`src/rtl/serial_sub_pkg.sv`:
```
// serial_sub_pkg: shared FSM encoding and sizing helper for the bit-serial subtractor.
package serial_sub_pkg;

  // Controller states
  typedef enum logic [1:0] {
    IDLE  = 2'd0,
    SHIFT = 2'd1,
    DONE  = 2'd2
  } state_t;

  // Bits needed to count 0..value-1; never less than one bit
  function automatic int clog2(input int value);
    int res;
    int v;
    res = 0;
    v   = value - 1;
    while (v > 0) begin
      res++;
      v = v >> 1;
    end
    return (res < 1) ? 1 : res;
  endfunction

endpackage

```
`src/rtl/half_sub_cell.sv`:
```
// half_sub_cell: one half-subtractor stage, d = x - y with borrow-out.
module half_sub_cell (
  input  logic x,
  input  logic y,
  output logic d,
  output logic bo
);

  // Difference and borrow of a single-bit subtraction
  always_comb begin
    d  = x ^ y;
    bo = ~x & y;
  end

endmodule

```
`src/rtl/serial_sub_ctrl.sv`:
```
// serial_sub_ctrl: bit-serial a - b, LSB first, one bit per clock.
// Optional build macro SERIAL_SUB_OVF_EN adds the signed-overflow output ovf.
import serial_sub_pkg::*;

module serial_sub_ctrl #(
  parameter int WIDTH = 8
) (
  input  logic             clk,
  input  logic             rst_n,
  input  logic             start,
  input  logic [WIDTH-1:0] a,
  input  logic [WIDTH-1:0] b,
  output logic             busy,
  output logic             done,
  output logic [WIDTH-1:0] diff,
  output logic             borrow
`ifdef SERIAL_SUB_OVF_EN
  , output logic           ovf
`endif
);

  localparam int CNT_W = clog2(WIDTH);
  localparam logic [CNT_W-1:0] LAST_BIT = CNT_W'(WIDTH - 1);

  state_t           state_reg, state_next;
  logic [WIDTH-1:0] a_reg, b_reg, diff_reg;
  logic             bin_reg;
  logic [CNT_W-1:0] cnt_reg;

  logic d1, b1, d_bit, b2, bout;
  logic accept, last_bit;

  // Full subtractor built from two half-subtractor stages
  half_sub_cell u_hs_ab (
    .x  (a_reg[0]),
    .y  (b_reg[0]),
    .d  (d1),
    .bo (b1)
  );

  half_sub_cell u_hs_bin (
    .x  (d1),
    .y  (bin_reg),
    .d  (d_bit),
    .bo (b2)
  );

  assign bout     = b1 | b2;
  assign accept   = (state_reg == IDLE) && start;
  assign last_bit = (state_reg == SHIFT) && (cnt_reg == LAST_BIT);

  // State register
  always_ff @(posedge clk or negedge rst_n) begin
    if (!rst_n) state_reg <= IDLE;
    else        state_reg <= state_next;
  end

  // Next-state logic; start is only looked at in IDLE, so a busy start is dropped
  always_comb begin
    state_next = state_reg;
    case (state_reg)
      IDLE:    if (start) state_next = SHIFT;
      SHIFT:   if (cnt_reg == LAST_BIT) state_next = DONE;
      DONE:    state_next = IDLE;
      default: state_next = IDLE;
    endcase
  end

  // Handshake outputs decoded from the registered state
  always_comb begin
    busy = (state_reg == SHIFT) || (state_reg == DONE);
    done = (state_reg == DONE);
  end

  // Operand/result shift registers, borrow register and bit counter
  always_ff @(posedge clk or negedge rst_n) begin
    if (!rst_n) begin
      a_reg    <= '0;
      b_reg    <= '0;
      diff_reg <= '0;
      bin_reg  <= 1'b0;
      cnt_reg  <= '0;
    end else if (accept) begin
      a_reg    <= a;
      b_reg    <= b;
      diff_reg <= '0;
      bin_reg  <= 1'b0;
      cnt_reg  <= '0;
    end else if (state_reg == SHIFT) begin
      a_reg    <= a_reg >> 1;
      b_reg    <= b_reg >> 1;
      diff_reg <= {d_bit, diff_reg[WIDTH-1:1]};
      bin_reg  <= bout;
      cnt_reg  <= cnt_reg + 1'b1;
    end
  end

  // After the last bit the borrow register holds the final borrow-out
  assign diff   = diff_reg;
  assign borrow = bin_reg;

`ifdef SERIAL_SUB_OVF_EN
  logic a_msb_reg, b_msb_reg, ovf_reg;

  // Operand signs are kept aside because the operand registers shift away;
  // the flag is settled on the same edge that writes the result MSB
  always_ff @(posedge clk or negedge rst_n) begin
    if (!rst_n) begin
      a_msb_reg <= 1'b0;
      b_msb_reg <= 1'b0;
      ovf_reg   <= 1'b0;
    end else if (accept) begin
      a_msb_reg <= a[WIDTH-1];
      b_msb_reg <= b[WIDTH-1];
      ovf_reg   <= 1'b0;
    end else if (last_bit) begin
      ovf_reg   <= (a_msb_reg ^ b_msb_reg) & (d_bit ^ a_msb_reg);
    end
  end

  assign ovf = ovf_reg;
`else
  logic unused_last;
  assign unused_last = last_bit;
`endif

endmodule

```
`config.mk`:
```
export PLATFORM = sky130hd
export DESIGN_NAME = serial_sub_ctrl
export DESIGN_NICKNAME = d
export VERILOG_FILES = /design/src/rtl/serial_sub_pkg.sv /design/src/rtl/half_sub_cell.sv /design/src/rtl/serial_sub_ctrl.sv
export SDC_FILE = /design/constraint.sdc
export NUM_CORES = 1
export LEC_CHECK = 0
export CAP_MARGIN = 40
export CELL_PAD_IN_SITES_DETAIL_PLACEMENT = 0
export CELL_PAD_IN_SITES_GLOBAL_PLACEMENT = 1
export CORE_UTILIZATION = 36
export DETAILED_ROUTE_END_ITERATION = 10
export PLACE_DENSITY = 0.87
export SLEW_MARGIN = 20
export SYNTH_ARGS = -nofsm -noshare
export SYNTH_HDL_FRONTEND = slang
export SYNTH_SLANG_ARGS = --single-unit
```
`constraint.sdc`:
```
create_clock -name clk -period 1.6 [get_ports clk]
set_clock_uncertainty 0.1 [all_clocks]
set_input_delay 0.16 -clock clk [delete_from_list [all_inputs] [get_ports clk]]
set_output_delay 0.16 -clock clk [all_outputs]
set_load 0.02 [all_outputs]
```
Yosys cells after proc, flatten, opt, wreduce, memory -nomap -nowiden --
Cells that the tools add are included.
Word-level totals: register bits after elaboration 30, output and inout bits 11, word-level logic and storage cells 37
Cells by class: $add $sub $neg 1, equal/unequal tests 5, muxes and demuxes 13, bitwise operators 7, reduce and logical (&&, ||, !) cells 5
Operators with widths (number):
- 2-to-1 mux 8 bit | 6
- 2-to-1 mux 3 bit | 2
- 2-to-1 mux 2 bit | 2
- != test 2 bit, second input constant | 2
- case mux 2 bit (2 select lines) | 1
- adder 3 x 1 -> 3 bit, second input constant | 1
- == test 3 bit, second input constant | 1
- bitwise AND 1 bit | 2
- == test 2 x 1 -> 1 bit, second input constant | 1
- == test 2 bit, second input constant | 1
- logical NOT 2 bit | 1
- 2-to-1 mux 1 bit | 2
- NOT 1 bit | 2
- AND reduction 2 bit | 1
- nonzero test 2 bit | 1
- XOR 1 bit | 2
- logical AND 1 bit | 1
- logical OR 1 bit | 1
- bitwise OR 1 bit | 1

Logic depth before layout (Yosys ltp) --
word-level depth 6, gate-level depth with buffers 7

Hierarchy --
From an unflattened synthesis, not the netlist that was laid out.
Unflattened totals: cells, all modules 132, area total of the unflattened synthesis 1482.7 µm²
Modules (own cells, without submodules):
- serial_sub_ctrl | times used 1, cells an instance 126, area each 1442.6 µm²
- half_sub_cell | times used 2, cells an instance 3, area each 20.0 µm²

Worst setup path before layout --
No wires, ideal clock.
path type register to register, start register state_reg[1], end register state_reg[0], setup time 125 ps, data arrival time 1296 ps, slack 79 ps, stages on the path, launching flop included 7, path buffers 1, clock period less this slack 1521 ps, cell sequence dfrtp_1 inv_1 ha_1 buf_6 inv_6 o22ai_4 mux2_4
On the way: cells in the longest elaborated chain, start to end 3, elaborated cells on any way between the ends 6
Ends and longest elaborated chain:
- start, declared | RTL line serial_sub_ctrl.sv:25 | state_t state_reg, state_next;
- start signal, assigned | RTL line serial_sub_ctrl.sv:55 | else state_reg <= state_next;
- == test 2 x 1 -> 1 bit or logical NOT 2 bit (tied branches) | RTL line serial_sub_ctrl.sv:61 | case (state_reg)
- != test 2 bit (no line)
- AND reduction 2 bit (no line)
Parallel ways exist; a longest one is shown, timed or not. A chain may end at the register's enable or synchronous reset.

Worst setup path after layout --
start register state_reg[1], end output done
On the way: cells in the longest elaborated chain, start to end 1
Ends and longest elaborated chain:
- == test 2 bit | RTL line serial_sub_ctrl.sv:72 | done = (state_reg == DONE);
- end, declared | RTL line serial_sub_ctrl.sv:14 | output logic done,
Every way passes these cells.

==> Flow_metrics.wiki <==
{| class="wikitable"
! Metric !! Value
|-
| Sequential element share of the synthesized area || 50.6%
|-
| Data required time at the worst endpoint || roughly 1.3 ns
|-
| DR pass1 iterations || 4
|-
| Clock sink total || 30
|-
| Total routing usage reported by global routing || 13.9%
|-
| Synthesis Warnings || 0
|-
| Die outline area || approximately 4400 um^2
|-
| Inserted Clock Buffers || 5
|-
| Maximum fanout along the worst path || 2
|-
| Maximum achievable frequency || 639 MHz
|-
| Number of register bits inferred by synthesis || 30
|-
| Max-cap viol count || 0
|-
| Netlist Area Pre-Place || approximately 1500 um^2
|-
| Net count reported at finish || ~190
|-
| Design Area, Final || about 2000 um^2
|-
| Slew at the pin with the worst max-slew slack || 0.369 ns
|-
| Largest vdd supply drop || approximately 0.90 mV
|-
| Count of pins on the block boundary || 30
|-
| Wire length after detailed routing || 2.73 mm
|-
| Average size of a mapped cell || 11.7 um^2
|-
| Worst max-slew margin expressed relative to the limit || 75.4%
|-
| Via count of the first global-routing pass || 1,015
|-
| Proportion of layout cells with a drive suffix above 1 || between 10% and 20%
|-
| Min-delay worst type || in2async
|-
| Leading cell types in the layout, fill and taps excluded || sky130_fd_sc_hd__dfrtp_1, sky130_fd_sc_hd__clkdlybuf4s50_1, sky130_fd_sc_hd__mux2i_1
|-
| Most common library cell in the layout ignoring fill and taps || sky130_fd_sc_hd__dfrtp_1
|-
| Insertion delay to the later sink of the worst-skew pair || approximately 0.28 ns
|-
| DRC violation count after routing || 0
|-
| DR WL/cell || 13.0 um
|-
| CTS root buffer || sky130_fd_sc_hd__clkbuf_8
|-
| Antenna violations before repair || 0
|-
| Post-detailed-placement half-perimeter wirelength || 1.86 mm
|-
| Post-CTS Hold Buffers || 0
|-
| Number of H-tree levels || 2
|-
| Power per Cell Area || roughly 2000 nW/um^2
|-
| Buffers inserted by post-CTS timing repair || 0
|-
| Detailed Route Iter0 Violations || 32
|-
| Global-route wire length before repair || 4.46 mm
|-
| Final Critical Period || 1.56 ns
|-
| Start-to-end type of the worst setup path || reg2out
|-
| Async SR Flop Fraction || 100%
|-
| Remaining global-route overflow || 0
|-
| Final worst-path setup slack || 0.0353 ns
|-
| Area growth, synth to finish || 32.7%
|-
| Net count after synthesis || 154
|-
| Count of nets left with antenna violations after detail routing || 0
|-
| Post-DP Area || 1820 um^2
|-
| CTS max path bufs || 2
|-
| Placeable core region || 3800 um^2
|-
| Total leakage power || about 0.9 nW
|-
| Leading register cell type out of synthesis || sky130_fd_sc_hd__dfrtp_1
|-
| Final hold violation count || 0
|-
| DIE HEIGHT || 66.2 um
|-
| Overall via count from detail_route || 985
|-
| Die Wd || 66.2 um
|-
| Number of buffers added on ports || 29
|-
| Placement row count || 22
|-
| Post-Place Setup Slack || ~0.021 ns
|-
| Final Core Density || 51.8%
|-
| Number of failing setup endpoints in the final timing report || 0
|-
| Final weighted congestion of routability-driven global placement || 0.693
|-
| Setup crit end kind || output port
|-
| Post-synthesis cell type count || 19
|-
| Pin count of the biggest net entering global routing || 31
|-
| Arrival time reported for the critical path endpoint || between 1 and 1.5 ns
|-
| Post-synth EDFFs || 0
|-
| Cells taking the most area after synthesis || sky130_fd_sc_hd__dfrtp_1, sky130_fd_sc_hd__mux2i_1, sky130_fd_sc_hd__ha_1, sky130_fd_sc_hd__nand2_1, sky130_fd_sc_hd__o21ai_1
|-
| Initial core utilization || between 30% and 40%
|-
| Clock tree from TritonCTS || built
|-
| Top-area cell type share of the netlist area || approximately 50%
|-
| Setup repair after global routing missed its margin || false
|-
| Final period util || 97.8%
|-
| Run status || finished clean
|-
| Final setup TNS || 0 ns
|-
| Clock Pin Slew Worst Setup and Hold Paths || 0.06 ns
|-
| Number of standard cells after synthesis || 127
|-
| Count of inserted antenna diode cells || 0
|-
| Dominant cell type by area after synthesis || sky130_fd_sc_hd__dfrtp_1
|-
| Detail-routed via count per cell || 4.69
|-
| Startpoint type of the worst setup path || register
|-
| Count of final max-slew check failures || 0
|}
-- final timing paths --
kind,start,end,slack [ns],depth (start not counted)
max,state_reg[1],done,0.04,3
min,rst_n,b_reg[2],0.17,2
max reg2reg,cnt_reg[0],state_reg[0],0.10,4
min reg2reg,b_reg[7],b_reg[7],0.42,2
max in group asynchronous,rst_n,cnt_reg[2],0.96,2
min in group clk,a[5],a_reg[5],0.33,3
-- kinds of logic after synthesis --
logic type	Yosys count	synth area share, %
adder cells (fa/ha/maj)	8	7.26
flip-flops	30	50.6
buffers and inverters	13	8.02
AO/OA/AOI/OAI	18	7.26
AND/OR/NAND/NOR	31	8.02
XOR/XNOR	1	0.591
multiplexers	26	18.2
-- synthesized netlist by cell type (2+ instances only) --
cell                      count
sky130_fd_sc_hd__o21ai_0      3
sky130_fd_sc_hd__mux2i_1     24
sky130_fd_sc_hd__inv_1        4
sky130_fd_sc_hd__buf_6        4
sky130_fd_sc_hd__nor2_1      12
sky130_fd_sc_hd__ha_1         7
sky130_fd_sc_hd__buf_4        2
sky130_fd_sc_hd__mux2_4       2
sky130_fd_sc_hd__nand2_1     18
sky130_fd_sc_hd__o21ai_1     13
sky130_fd_sc_hd__dfrtp_1     30
-- layer usage --
| metal | global-route usage (%) | part of all wire [%] | up-vias |
|---|---|---|---|
| li1 | - | - | 489 |
| met1 | 16.7 | 45 | 473 |
| met2 | 23.1 | 49 | 21 |
| met3 | 3.28 | 5.1 | 2 |
| met4 | 7.18 | 0.99 | 0 |
| met5 | 0 | 0 | - |
-- critical path: stages (launching register included) --
cell and delay [ns]:
sky130_fd_sc_hd__dfrtp_1 0.40, sky130_fd_sc_hd__buf_4 0.14, sky130_fd_sc_hd__ha_1 0.17, sky130_fd_sc_hd__dlygate4sd2_1 0.32
-- metrics by stage --
step           std cells  total power [mW]  hold slack, ns
2_1_floorplan        127              2.63          -0.236
3_3_place_gp         202              3.02           0.402
3_5_place_dp         202              3.12           0.416
4_1_cts              209              3.87           0.180
5_1_grt              210              4.21           0.197
6_report             210              3.91           0.167
-- where the power goes --
part | switching, mW | internal [mW] | leakage (nW) | total, mW
Combinational | 0.915 | 0.946 | 0.457 | 1.86
Clock | 0.265 | 0.497 | 0.0573 | 0.762
Sequential | 0.196 | 1.09 | 0.385 | 1.29
-- repair_timing --
action / CTS / global route
gates resized for setup: 3 / 4
pin swaps: 0 / 0
cloned: 0 / 1
setup endpoints to repair: 2 / 3
-- layout make-up --
class | count | area, um^2
fillers | 335 | 1830
clock buffers | 6 | 82.6
inverters | 5 | 23.8
repair buffers | 36 | 394
multi-input cells | 84 | 626
well taps | 48 | 60.1
flip-flops and latches | 30 | 751
clock inverters | 1 | 30.0
(Power assumes the default switching activity.)
